File: src/rtl/sasanqua_exec_merge_pkg.sv
// Shared sasanqua definitions: merge FSM states, exception codes and the
// registered writeback record used by the exec merge stage.
package sasanqua_exec_merge_pkg;

  typedef enum logic {
    StRun  = 1'b0,
    StTrap = 1'b1
  } state_e;

  localparam logic [3:0] EXC_ILLEGAL = 4'd2;

  typedef struct packed {
    logic        valid;
    logic [31:0] pc;
    logic        reg_w_en;
    logic [4:0]  reg_w_rd;
    logic [31:0] reg_w_data;
    logic        exc_en;
    logic [3:0]  exc_code;
  } wb_t;

  // Single-source result; a write to x0 or a faulting instruction never writes.
  function automatic wb_t make_wb(input logic [31:0] pc, input logic w_en,
                                  input logic [4:0] rd, input logic [31:0] data,
                                  input logic exc_en, input logic [3:0] exc_code);
    wb_t wb;
    wb.valid      = 1'b1;
    wb.pc         = pc;
    wb.reg_w_en   = w_en && (rd != 5'd0) && !exc_en;
    wb.reg_w_rd   = rd;
    wb.reg_w_data = data;
    wb.exc_en     = exc_en;
    wb.exc_code   = exc_code;
    return wb;
  endfunction

endpackage

File: src/rtl/sasanqua_exec_merge_if.sv
// Exec-stage bus between the core/coprocessor and the writeback merge stage.
interface sasanqua_exec_merge_if #(
  parameter int unsigned CNT_W = 32
);
  logic             FLUSH;
  logic             STALL;
  logic             MEM_WAIT;

  logic             MAIN_VALID;
  logic [31:0]      MAIN_PC;
  logic             MAIN_REG_W_EN;
  logic [4:0]       MAIN_REG_W_RD;
  logic [31:0]      MAIN_REG_W_DATA;
  logic             MAIN_EXC_EN;
  logic [3:0]       MAIN_EXC_CODE;

  logic             COP_E_ALLOW;
  logic             COP_E_VALID;
  logic [31:0]      COP_E_PC;
  logic             COP_E_REG_W_EN;
  logic [4:0]       COP_E_REG_W_RD;
  logic [31:0]      COP_E_REG_W_DATA;
  logic             COP_E_EXC_EN;
  logic [3:0]       COP_E_EXC_CODE;

  logic             WB_VALID;
  logic [31:0]      WB_PC;
  logic             WB_REG_W_EN;
  logic [4:0]       WB_REG_W_RD;
  logic [31:0]      WB_REG_W_DATA;
  logic             WB_EXC_EN;
  logic [3:0]       WB_EXC_CODE;
  logic [CNT_W-1:0] COP_RETIRE_CNT;
  logic             PROTO_ERR;

  modport master (
    output FLUSH, STALL, MEM_WAIT,
    output MAIN_VALID, MAIN_PC, MAIN_REG_W_EN, MAIN_REG_W_RD, MAIN_REG_W_DATA,
    output MAIN_EXC_EN, MAIN_EXC_CODE,
    output COP_E_ALLOW, COP_E_VALID, COP_E_PC, COP_E_REG_W_EN, COP_E_REG_W_RD,
    output COP_E_REG_W_DATA, COP_E_EXC_EN, COP_E_EXC_CODE,
    input  WB_VALID, WB_PC, WB_REG_W_EN, WB_REG_W_RD, WB_REG_W_DATA,
    input  WB_EXC_EN, WB_EXC_CODE, COP_RETIRE_CNT, PROTO_ERR
  );

  modport slave (
    input  FLUSH, STALL, MEM_WAIT,
    input  MAIN_VALID, MAIN_PC, MAIN_REG_W_EN, MAIN_REG_W_RD, MAIN_REG_W_DATA,
    input  MAIN_EXC_EN, MAIN_EXC_CODE,
    input  COP_E_ALLOW, COP_E_VALID, COP_E_PC, COP_E_REG_W_EN, COP_E_REG_W_RD,
    input  COP_E_REG_W_DATA, COP_E_EXC_EN, COP_E_EXC_CODE,
    output WB_VALID, WB_PC, WB_REG_W_EN, WB_REG_W_RD, WB_REG_W_DATA,
    output WB_EXC_EN, WB_EXC_CODE, COP_RETIRE_CNT, PROTO_ERR
  );

endinterface

File: src/rtl/sasanqua_retire_cnt.sv
// Wrapping retire counter for coprocessor instructions.
module sasanqua_retire_cnt #(
  parameter int unsigned CNT_W = 32
) (
  input  logic             CLK,
  input  logic             RST,
  input  logic             EN,
  output logic [CNT_W-1:0] CNT
);

  logic [CNT_W-1:0] cnt_q;

  always_ff @(posedge CLK) begin
    if (!RST) begin
      cnt_q <= '0;
    end else if (EN) begin
      cnt_q <= cnt_q + CNT_W'(1);
    end
  end

  assign CNT = cnt_q;

endmodule

File: src/rtl/sasanqua_exec_merge.sv
// Merges core and coprocessor exec results into one registered writeback slot,
// trapping on exceptions and on a same-cycle double issue.
module sasanqua_exec_merge
  import sasanqua_exec_merge_pkg::*;
#(
  parameter int unsigned CNT_W = 32
) (
  input logic                     CLK,
  input logic                     RST,
  sasanqua_exec_merge_if.slave    bus
);

  state_e           state_q, state_d;
  wb_t              wb_q, wb_d;
  logic             proto_err_q, proto_err_d;
  logic             cnt_en;
  logic             cop_valid;
  logic             capture;
  logic [CNT_W-1:0] retire_cnt;

  assign cop_valid = bus.COP_E_ALLOW && bus.COP_E_VALID;
  assign capture   = (state_q == StRun) && !bus.STALL && !bus.MEM_WAIT;

  always_comb begin
    state_d     = state_q;
    wb_d        = wb_q;
    wb_d.valid  = 1'b0;
    proto_err_d = proto_err_q;
    cnt_en      = 1'b0;

    if (bus.FLUSH) begin
      state_d     = StRun;
      wb_d.exc_en = 1'b0;
    end else if (capture) begin
      if (bus.MAIN_VALID && cop_valid) begin
        // Double issue: report as illegal instruction against the core PC.
        wb_d.valid    = 1'b1;
        wb_d.pc       = bus.MAIN_PC;
        wb_d.reg_w_en = 1'b0;
        wb_d.exc_en   = 1'b1;
        wb_d.exc_code = EXC_ILLEGAL;
        proto_err_d   = 1'b1;
      end else if (bus.MAIN_VALID) begin
        wb_d = make_wb(bus.MAIN_PC, bus.MAIN_REG_W_EN, bus.MAIN_REG_W_RD,
                       bus.MAIN_REG_W_DATA, bus.MAIN_EXC_EN, bus.MAIN_EXC_CODE);
      end else if (cop_valid) begin
        wb_d   = make_wb(bus.COP_E_PC, bus.COP_E_REG_W_EN, bus.COP_E_REG_W_RD,
                         bus.COP_E_REG_W_DATA, bus.COP_E_EXC_EN, bus.COP_E_EXC_CODE);
        cnt_en = !bus.COP_E_EXC_EN;
      end
      if (wb_d.valid && wb_d.exc_en) begin
        state_d = StTrap;
      end
    end
  end

  always_ff @(posedge CLK) begin
    if (!RST) begin
      state_q     <= StRun;
      wb_q        <= '0;
      proto_err_q <= 1'b0;
    end else begin
      state_q     <= state_d;
      wb_q        <= wb_d;
      proto_err_q <= proto_err_d;
    end
  end

  sasanqua_retire_cnt #(
    .CNT_W (CNT_W)
  ) u_retire_cnt (
    .CLK (CLK),
    .RST (RST),
    .EN  (cnt_en),
    .CNT (retire_cnt)
  );

  assign bus.WB_VALID       = wb_q.valid;
  assign bus.WB_PC          = wb_q.pc;
  assign bus.WB_REG_W_EN    = wb_q.reg_w_en;
  assign bus.WB_REG_W_RD    = wb_q.reg_w_rd;
  assign bus.WB_REG_W_DATA  = wb_q.reg_w_data;
  assign bus.WB_EXC_EN      = wb_q.exc_en;
  assign bus.WB_EXC_CODE    = wb_q.exc_code;
  assign bus.COP_RETIRE_CNT = retire_cnt;
  assign bus.PROTO_ERR      = proto_err_q;

endmodule

File: src/flat_wrapper.sv
// flat-port wrapper written by rule: the top's interface ports become plain ports
module sasanqua_exec_merge_flat import sasanqua_exec_merge_pkg::*;
#(
  parameter int unsigned CNT_W = 32
)
  (CLK, RST, bus_FLUSH, bus_STALL, bus_MEM_WAIT, bus_MAIN_VALID, bus_MAIN_PC, bus_MAIN_REG_W_EN, bus_MAIN_REG_W_RD, bus_MAIN_REG_W_DATA, bus_MAIN_EXC_EN, bus_MAIN_EXC_CODE, bus_COP_E_ALLOW, bus_COP_E_VALID, bus_COP_E_PC, bus_COP_E_REG_W_EN, bus_COP_E_REG_W_RD, bus_COP_E_REG_W_DATA, bus_COP_E_EXC_EN, bus_COP_E_EXC_CODE, bus_WB_VALID, bus_WB_PC, bus_WB_REG_W_EN, bus_WB_REG_W_RD, bus_WB_REG_W_DATA, bus_WB_EXC_EN, bus_WB_EXC_CODE, bus_COP_RETIRE_CNT, bus_PROTO_ERR);
  sasanqua_exec_merge_if #(.CNT_W(CNT_W)) bus_i ();
  input logic CLK;
  input logic RST;
  input wire logic [$bits(bus_i.FLUSH)-1:0] bus_FLUSH;
  input wire logic [$bits(bus_i.STALL)-1:0] bus_STALL;
  input wire logic [$bits(bus_i.MEM_WAIT)-1:0] bus_MEM_WAIT;
  input wire logic [$bits(bus_i.MAIN_VALID)-1:0] bus_MAIN_VALID;
  input wire logic [$bits(bus_i.MAIN_PC)-1:0] bus_MAIN_PC;
  input wire logic [$bits(bus_i.MAIN_REG_W_EN)-1:0] bus_MAIN_REG_W_EN;
  input wire logic [$bits(bus_i.MAIN_REG_W_RD)-1:0] bus_MAIN_REG_W_RD;
  input wire logic [$bits(bus_i.MAIN_REG_W_DATA)-1:0] bus_MAIN_REG_W_DATA;
  input wire logic [$bits(bus_i.MAIN_EXC_EN)-1:0] bus_MAIN_EXC_EN;
  input wire logic [$bits(bus_i.MAIN_EXC_CODE)-1:0] bus_MAIN_EXC_CODE;
  input wire logic [$bits(bus_i.COP_E_ALLOW)-1:0] bus_COP_E_ALLOW;
  input wire logic [$bits(bus_i.COP_E_VALID)-1:0] bus_COP_E_VALID;
  input wire logic [$bits(bus_i.COP_E_PC)-1:0] bus_COP_E_PC;
  input wire logic [$bits(bus_i.COP_E_REG_W_EN)-1:0] bus_COP_E_REG_W_EN;
  input wire logic [$bits(bus_i.COP_E_REG_W_RD)-1:0] bus_COP_E_REG_W_RD;
  input wire logic [$bits(bus_i.COP_E_REG_W_DATA)-1:0] bus_COP_E_REG_W_DATA;
  input wire logic [$bits(bus_i.COP_E_EXC_EN)-1:0] bus_COP_E_EXC_EN;
  input wire logic [$bits(bus_i.COP_E_EXC_CODE)-1:0] bus_COP_E_EXC_CODE;
  output wire logic [$bits(bus_i.WB_VALID)-1:0] bus_WB_VALID;
  output wire logic [$bits(bus_i.WB_PC)-1:0] bus_WB_PC;
  output wire logic [$bits(bus_i.WB_REG_W_EN)-1:0] bus_WB_REG_W_EN;
  output wire logic [$bits(bus_i.WB_REG_W_RD)-1:0] bus_WB_REG_W_RD;
  output wire logic [$bits(bus_i.WB_REG_W_DATA)-1:0] bus_WB_REG_W_DATA;
  output wire logic [$bits(bus_i.WB_EXC_EN)-1:0] bus_WB_EXC_EN;
  output wire logic [$bits(bus_i.WB_EXC_CODE)-1:0] bus_WB_EXC_CODE;
  output wire logic [$bits(bus_i.COP_RETIRE_CNT)-1:0] bus_COP_RETIRE_CNT;
  output wire logic [$bits(bus_i.PROTO_ERR)-1:0] bus_PROTO_ERR;
  assign bus_i.FLUSH = bus_FLUSH;
  assign bus_i.STALL = bus_STALL;
  assign bus_i.MEM_WAIT = bus_MEM_WAIT;
  assign bus_i.MAIN_VALID = bus_MAIN_VALID;
  assign bus_i.MAIN_PC = bus_MAIN_PC;
  assign bus_i.MAIN_REG_W_EN = bus_MAIN_REG_W_EN;
  assign bus_i.MAIN_REG_W_RD = bus_MAIN_REG_W_RD;
  assign bus_i.MAIN_REG_W_DATA = bus_MAIN_REG_W_DATA;
  assign bus_i.MAIN_EXC_EN = bus_MAIN_EXC_EN;
  assign bus_i.MAIN_EXC_CODE = bus_MAIN_EXC_CODE;
  assign bus_i.COP_E_ALLOW = bus_COP_E_ALLOW;
  assign bus_i.COP_E_VALID = bus_COP_E_VALID;
  assign bus_i.COP_E_PC = bus_COP_E_PC;
  assign bus_i.COP_E_REG_W_EN = bus_COP_E_REG_W_EN;
  assign bus_i.COP_E_REG_W_RD = bus_COP_E_REG_W_RD;
  assign bus_i.COP_E_REG_W_DATA = bus_COP_E_REG_W_DATA;
  assign bus_i.COP_E_EXC_EN = bus_COP_E_EXC_EN;
  assign bus_i.COP_E_EXC_CODE = bus_COP_E_EXC_CODE;
  assign bus_WB_VALID = bus_i.WB_VALID;
  assign bus_WB_PC = bus_i.WB_PC;
  assign bus_WB_REG_W_EN = bus_i.WB_REG_W_EN;
  assign bus_WB_REG_W_RD = bus_i.WB_REG_W_RD;
  assign bus_WB_REG_W_DATA = bus_i.WB_REG_W_DATA;
  assign bus_WB_EXC_EN = bus_i.WB_EXC_EN;
  assign bus_WB_EXC_CODE = bus_i.WB_EXC_CODE;
  assign bus_COP_RETIRE_CNT = bus_i.COP_RETIRE_CNT;
  assign bus_PROTO_ERR = bus_i.PROTO_ERR;
  sasanqua_exec_merge #(.CNT_W(CNT_W)) u_core (.CLK(CLK), .RST(RST), .bus(bus_i));
endmodule
File: config.mk
export PLATFORM = sky130hd
export DESIGN_NAME = sasanqua_exec_merge_flat
export DESIGN_NICKNAME = d
export VERILOG_FILES = /design/src/rtl/sasanqua_exec_merge_pkg.sv /design/src/rtl/sasanqua_exec_merge_if.sv /design/src/rtl/sasanqua_retire_cnt.sv /design/src/rtl/sasanqua_exec_merge.sv /design/src/flat_wrapper.sv
export SDC_FILE = /design/constraint.sdc
export NUM_CORES = 1
export LEC_CHECK = 0
export ABC_AREA = 1
export ABC_CLOCK_PERIOD_IN_PS = 2590
export CAP_MARGIN = 20
export CELL_PAD_IN_SITES_DETAIL_PLACEMENT = 0
export CELL_PAD_IN_SITES_GLOBAL_PLACEMENT = 1
export CORE_UTILIZATION = 26
export CTS_BUF_LIST = sky130_fd_sc_hd__clkbuf_2 sky130_fd_sc_hd__clkbuf_4 sky130_fd_sc_hd__clkbuf_8
export CTS_CLUSTER_SIZE = 25
export DETAILED_ROUTE_END_ITERATION = 8
export GPL_TIMING_DRIVEN = 0
export PLACE_DENSITY = 0.82
export SYNTH_ARGS = -nofsm -noshare
export SYNTH_HDL_FRONTEND = slang
export SYNTH_HIERARCHICAL = 1
export SYNTH_SLANG_ARGS = --single-unit
File: constraint.sdc
create_clock -name CLK -period 2.59 [get_ports CLK]
set_clock_uncertainty 0.1 [all_clocks]
set_input_delay 0.518 -clock CLK [delete_from_list [all_inputs] [get_ports CLK]]
set_output_delay 0.518 -clock CLK [all_outputs]
set_load 0.02 [all_outputs]
==> results of run 1 <==
==> how the worst min path moves through the flow <==
stage	slack, ps	end	startpoint	depth (start not counted)
2_1_floorplan	380	u_core/state_q	u_core/state_q	2
3_3_place_gp	350	u_core/bus.WB_REG_W_DATA[11]	u_core/bus.WB_REG_W_DATA[11]	2
3_5_place_dp	350	u_core/bus.WB_REG_W_DATA[4]	u_core/bus.WB_REG_W_DATA[4]	2
4_1_cts	370	u_core/bus.WB_REG_W_DATA[11]	u_core/bus.WB_REG_W_DATA[11]	2
5_1_grt	380	u_core/bus.WB_REG_W_DATA[12]	u_core/bus.WB_REG_W_DATA[12]	2
6_report	360	u_core/bus.WB_REG_W_DATA[11]	u_core/bus.WB_REG_W_DATA[11]	2
==> flip-flops by register name (all words and copies together) (netlist names), 4 cells and up <==
register / cells
u_core/bus.WB_PC: 32
u_core/bus.WB_REG_W_DATA: 32
u_core/u_retire_cnt/CNT: 32
u_core/bus.WB_REG_W_RD: 5
u_core/bus.WB_EXC_CODE: 4
==> metal layers <==
layer	track usage, %	up-vias	wire [um]	part of all wire, %
met5	0	-	0	0
met4	5.977	0	344	1.6
met1	23.36	3018	9587	44
li1	-	3455	-	-
met2	33.07	187	10650	49
met3	4.564	20	1363	6.2
==> what timing repair did <==
item | 4_1_cts | 5_1_grt
endpoints found under the hold margin | 0 | 0
buffers inserted | 2 | 5
pin swaps | 3 | 3
gates resized for setup | 10 | 10
endpoints found under the setup margin | 85 | 50
==> synth_stat cells <==
cell / number
nand2_1: 219
nor2_1: 132
dfxtp_1: 110
nand3_1: 96
o21ai_0: 87
a21oi_1: 62
inv_1: 38
o21ai_1: 27
buf_2: 20
clkbuf_1: 19
buf_6: 11
nor2_2: 10
nand2_2: 9
nand4_1: 7
nor2_4: 7
inv_2: 6
buf_4: 5
or2_2: 4
clkinv_1: 3
ha_1: 3
nand3_2: 3
o21a_1: 3
xnor2_1: 3
a31o_2: 1
and3_1: 1
buf_1: 1
inv_4: 1
nand3_4: 1
nand3b_1: 1
nor2_8: 1
nor3_1: 1
nor4_1: 1
==> critical path, cell delays in order <==
cell	delay, ps
clkdlybuf4s50_1	460
nand2_4	120
inv_4	100
ha_4	200
buf_4	180
nor4_4	180
buf_6	170
inv_4	50
nor2_2	240
and3_1	280
nand2_1	70
nand2_1	60
nor2_1	40
==> layout make-up <==
cell class / count / area share [%]
flip-flops and latches: 110 / 23.84
clock inverters: 7 / 1.300
plain buffers: 52 / 3.739
well taps: 280 / 3.793
inverters: 48 / 2.005
multi-input cells: 679 / 34.60
repair buffers: 273 / 29.38
clock buffers: 9 / 1.341
==> cell families (layout without fill, tap and decap cells) <==
kind of cell | count (synthesis) | in the layout | share of synthesized area [%]
AO/OA/AOI/OAI | 180 | 180 | 15.58
XOR/XNOR | 3 | 3 | 0.4489
adder cells (fa/ha/maj) | 3 | 3 | 0.6412
buffers and inverters | 104 | 389 | 8.870
flip-flops | 110 | 110 | 37.61
AND/OR/NAND/NOR | 493 | 493 | 36.85
==> report_power, final <==
group          switching (W)  internal, W  total, W
combinational       0.000356     0.000389  0.000746
clock               0.000651     0.000647   0.00130
sequential         0.0000176      0.00173   0.00174
total                0.00102      0.00276   0.00379
==> per-stage QoR <==
| step | setup WS, ps | TNS [ps] |
|---|---|---|
| 2_1_floorplan | 19.16 | 0 |
| 6_report | 86.65 | 0 |
| 5_1_grt | 7.646 | 0 |
| 3_5_place_dp | -1259 | -70790 |
| 4_1_cts | 29.18 | 0 |
| 3_3_place_gp | -1278 | -70350 |
==> results.ini, run 1 <==
[run_status]
status = finished, violations left
violations = DRC

[pwr]
power_density_nw_per_um2 = 410.0
power_w = 0.003787
cellLeakagePower_nw = 3.496
ir_worst_vdd_uv = 227.4

[synth]
synth_top_cell_by_area = dfxtp_1
ys_top_cells_by_area = dfxtp_1, nand2_1, nor2_1, nand3_1, o21ai_0
netlist.area_leader.share_pct = 37.61
syn_nets = 1054
synth-warning-count = 6
seq_area_frac_synth_pct = 37.61
synth-seq-cells = 110
syn_area_um2 = 5854
synth_cells = 893
syn_area_per_cell_um2 = 6.556
ys_types = 32

[place]
hpwl_um = 17040
dpl-instance-area_um2 = 8880
dp.cells = 1439
gp_congestion = 0.8486
portBuffers = 266

[sta]
holdWs_ps = 364.4
finalCritPeriodShare_pct = 96.65
fmax_ghz = 0.3995
max_slew_margin_pct = 60.03
setup_viol = 0
finalMaxSlewViolations = 0
max_slew.worst_pin.slew_ps = 599.5
rsz0062_at_grt = no
finalHoldViolCount = 0
period_needed_ps = 2503

[final_layout]
multi_input_area_um2 = 3196
fin_nets = 1334
mostFrequentLayoutCell = clkdlybuf4s50_1
final_cell_mix = clkdlybuf4s50_1, nand2_1, nor2_1
final_area_um2 = 9236
synthToLayoutAreaGrowth_pct = 57.77
utilization_pct = 42.06
final_cells = 1458
drive_gt1_share_pct = 8.913
fillers = 2316
regArea_um2 = 2202
n_antenna_cell = 0

[worst_setup_path]
setup.worst_path.end_class = flip-flop
timing.rr.start = u_core/state_q
critPathKind = input pin to flip-flop
r2r_slack_ps = 450
rr_worst_depth = 12
r2r_end = u_core/u_retire_cnt/CNT[11]
cp_max_fo = 17
worstSetupStartpoint = bus_COP_E_VALID
arrival_ps = 2690
critPathCapture = u_core/u_retire_cnt/CNT[11]
startpoint_type = input pin
worstPathRequired_ps = 2770

[clock_tree]
clock_path_buffers = 2
tritoncts = built
cts_inserted_buffers = 9
hold_buffers = 0
path_clk_slew_ps = 100
clock_sinks = 110
clock-root-buffer = clkbuf_8
clk_latency_ps = 380
htree_levels = 3

[global_routing]
grt_usage_pct = 19.12
antenna_found_initial = 0
grt_pass1_vias = 6406
grt_overflow = 0
grt_pass1_wl_um = 35140
grt_max_degree = 20

[floorplan]
coreArea_um2 = 21960
fp.dieW_um = 152.1
io_pins = 267
die-area_um2 = 23120
rows = 54
die_h_um = 152.1
initial_core_util_pct = 26.66

[drt]
wl_per_cell_um = 15.05
ant_nets = 0
drt_pass1_iterations = 7
vias = 6680
drc = 18
dr.first_iter.drc_count = 341
routed_via_density = 4.582
wl_um = 21940

[min_path]
hold_class = flip-flop to flip-flop

[flow_run]
cap_violations = 0

Power figures use the tool's default switching activity.
==> inputs of run 2 (changes only) <==
--- a/config.mk
+++ b/config.mk
@@ -6,16 +6,17 @@
 export NUM_CORES = 1
 export LEC_CHECK = 0
 export ABC_AREA = 1
-export ABC_CLOCK_PERIOD_IN_PS = 2590
+export ABC_CLOCK_PERIOD_IN_PS = 2500
 export CAP_MARGIN = 20
 export CELL_PAD_IN_SITES_DETAIL_PLACEMENT = 0
 export CELL_PAD_IN_SITES_GLOBAL_PLACEMENT = 1
-export CORE_UTILIZATION = 26
+export CORE_UTILIZATION = 29
 export CTS_BUF_LIST = sky130_fd_sc_hd__clkbuf_2 sky130_fd_sc_hd__clkbuf_4 sky130_fd_sc_hd__clkbuf_8
 export CTS_CLUSTER_SIZE = 25
 export DETAILED_ROUTE_END_ITERATION = 8
 export GPL_TIMING_DRIVEN = 0
-export PLACE_DENSITY = 0.82
+export PLACE_DENSITY_LB_ADDON = 0.3
+export SKIP_CTS_REPAIR_TIMING = 1
 export SYNTH_ARGS = -nofsm -noshare
 export SYNTH_HDL_FRONTEND = slang
 export SYNTH_HIERARCHICAL = 1
==> constraint.sdc (replaced) <==
create_clock -name CLK -period 2.5 [get_ports CLK]
set_clock_uncertainty 0.1 [all_clocks]
set_input_delay 0.5 -clock CLK [delete_from_list [all_inputs] [get_ports CLK]]
set_output_delay 0.5 -clock CLK [all_outputs]
set_load 0.02 [all_outputs]
==> run 2 against run 1 <==
  * The flow now finishes without violations
  * Register-to-register slack gained 60 ps
  * Final area shrank 0.73%
  * Core utilization grew 4.6 points
  * Worst hold slack gained 4.3 ps
  * Highest routed layer unchanged
  * Critical path type unchanged
  * Sequential power grew 4%
  * Clock-buffer cell count grew 1
==> results.ini, run 2 (synthesized netlist as in run 1, its figures left out) <==
[final_layout]
fin_nets = 1336
mostFrequentLayoutCell = clkdlybuf4s50_1
drive_gt1_share_pct = 9.153
final_cell_mix = clkdlybuf4s50_1, nand2_1, nor2_1
synthToLayoutAreaGrowth_pct = 56.61
n_antenna_cell = 0
fillers = 2138
final_cells = 1445

[drt]
drc = 0
dr.first_iter.drc_count = 238
routed_via_density = 4.583
vias = 6623
drt_pass1_iterations = 5
wl_per_cell_um = 14.75
wl_um = 21310
ant_nets = 0

[worst_setup_path]
cp_max_fo = 19
critPathKind = input pin to flip-flop
max_stage_delay_ps = 300
arrival_ps = 2540
cp_num_buf_inv = 6
worstPathRequired_ps = 2690
crit_family = simple AND/OR/NAND/NOR gates
path_cells = dlymetal6s2s_1 -> nand2_4 -> inv_4 -> ha_2 -> buf_4 -> nor4_4 -> buf_6 -> inv_4 -> nor2_4 -> nand2_2 -> nor2_4 -> buf_4 -> nand3_1 -> nand2_1 -> nor2_1
slowest_stage = nor4_4
startpoint_type = input pin
setup.worst_path.end_class = flip-flop

[flow_run]
cap_violations = 0

[clock_tree]
clock-root-buffer = clkbuf_8
clock_sinks = 110
clk_latency_ps = 380
tritoncts = built
htree_levels = 3
clock_path_buffers = 2
cts_inserted_buffers = 9
path_clk_slew_ps = 110

[global_routing]
grt_pass1_wl_um = 33510
grt_usage_pct = 20.98
grt_max_degree = 20
antenna_found_initial = 0
grt_overflow = 0
grt_pass1_vias = 6350

[place]
hpwl_um = 16570
gp_congestion = 0.8247
portBuffers = 266
dp.cells = 1424

[sta]
max_slew_margin_pct = 56.82
period_needed_ps = 2349
fmax_ghz = 0.4257
finalHoldViolCount = 0
max_slew.worst_pin.slew_ps = 647.6
finalMaxSlewViolations = 0
finalCritPeriodShare_pct = 93.96
setup_viol = 0
holdWs_ps = 368.7

[pwr]
power_w = 0.003662
cellLeakagePower_nw = 3.515
power_density_nw_per_um2 = 399.4
ir_worst_vdd_uv = 238.5

[floorplan]
die-area_um2 = 20760
die_h_um = 144.1
fp.dieW_um = 144.1
initial_core_util_pct = 29.79
rows = 51
coreArea_um2 = 19650
io_pins = 267

[min_path]
hold_class = flip-flop to flip-flop

[run_status]
status = complete, no violations

## run 2: cell types whose count changed in the layout (fill, tap and decap cells not counted), sizes merged
cell	before	now
dlygate4sd2	1	0
buf	39	42
dlymetal6s2s	0	3
inv	46	48
clkdlybuf4s50	265	263
bufinv	3	0
## run 2: layout make-up
class,instances,area [um^2],share of cell area (%)
clock buffers,10,137.6,1.501
repair buffers,273,2723,29.69
inverters,48,185.2,2.020
multi-input cells,679,3201,34.91
flip-flops and latches,110,2202,24.02
plain buffers,54,335.3,3.657
clock inverters,6,53.80,0.5868
well taps,265,331.6,3.616
## run 2: power by group
part	internal [W]	total (W)	leakage [nW]	switching (W)
Sequential	0.00179	0.00181	0.890	0.0000181
Combinational	0.000397	0.000762	2.53	0.000365
Clock	0.000409	0.00109	0.0954	0.000685
## run 2: routing by layer
metal,part of all wire (%),GRT usage (%)
met5,0,0
met4,1.7,6.719
met3,7.0,5.464
met2,48,36.21
met1,43,25.21
## run 2: final timing paths
check                           cells after the start  slack [ps]                           end                         start
worst min-delay path                                2         370  u_core/bus.WB_REG_W_DATA[11]  u_core/bus.WB_REG_W_DATA[11]
worst max register to register                     14         510   u_core/u_retire_cnt/CNT[21]                u_core/state_q
worst max-delay path                               15         150   u_core/u_retire_cnt/CNT[21]               bus_COP_E_VALID
worst min register to register                      2         370  u_core/bus.WB_REG_W_DATA[11]  u_core/bus.WB_REG_W_DATA[11]
## run 2: per-stage QoR
| stage | util, % | setup WS, ps | instance area [um^2] | TNS (ps) |
|---|---|---|---|---|
| after floorplan | - | 0.5951 | 5886 | 0 |
| after global placement | 45.18 | -1061 | 8880 | -59920 |
| after detailed placement | 45.18 | -1046 | 8880 | -61080 |
| after CTS | 46.15 | -612.8 | 9071 | -19720 |
| after global routing | 46.65 | -8.666 | 9169 | -8.666 |
| final | 46.65 | 151.1 | 9169 | 0 |
## run 2: tightest hold or removal path, stage by stage (launching register included)
cell and delay, ps:
dfxtp_1 330, nand2_1 60, a21oi_1 50
==> inputs of run 3 (changes only) <==
--- a/config.mk
+++ b/config.mk
@@ -17,6 +17,7 @@
 export GPL_TIMING_DRIVEN = 0
 export PLACE_DENSITY_LB_ADDON = 0.3
 export SKIP_CTS_REPAIR_TIMING = 1
+export SLEW_MARGIN = 20
 export SYNTH_ARGS = -nofsm -noshare
 export SYNTH_HDL_FRONTEND = slang
 export SYNTH_HIERARCHICAL = 1
==> results of run 3 <==
Same layout as run 2: the final DEF is identical, and so are final timing and power.
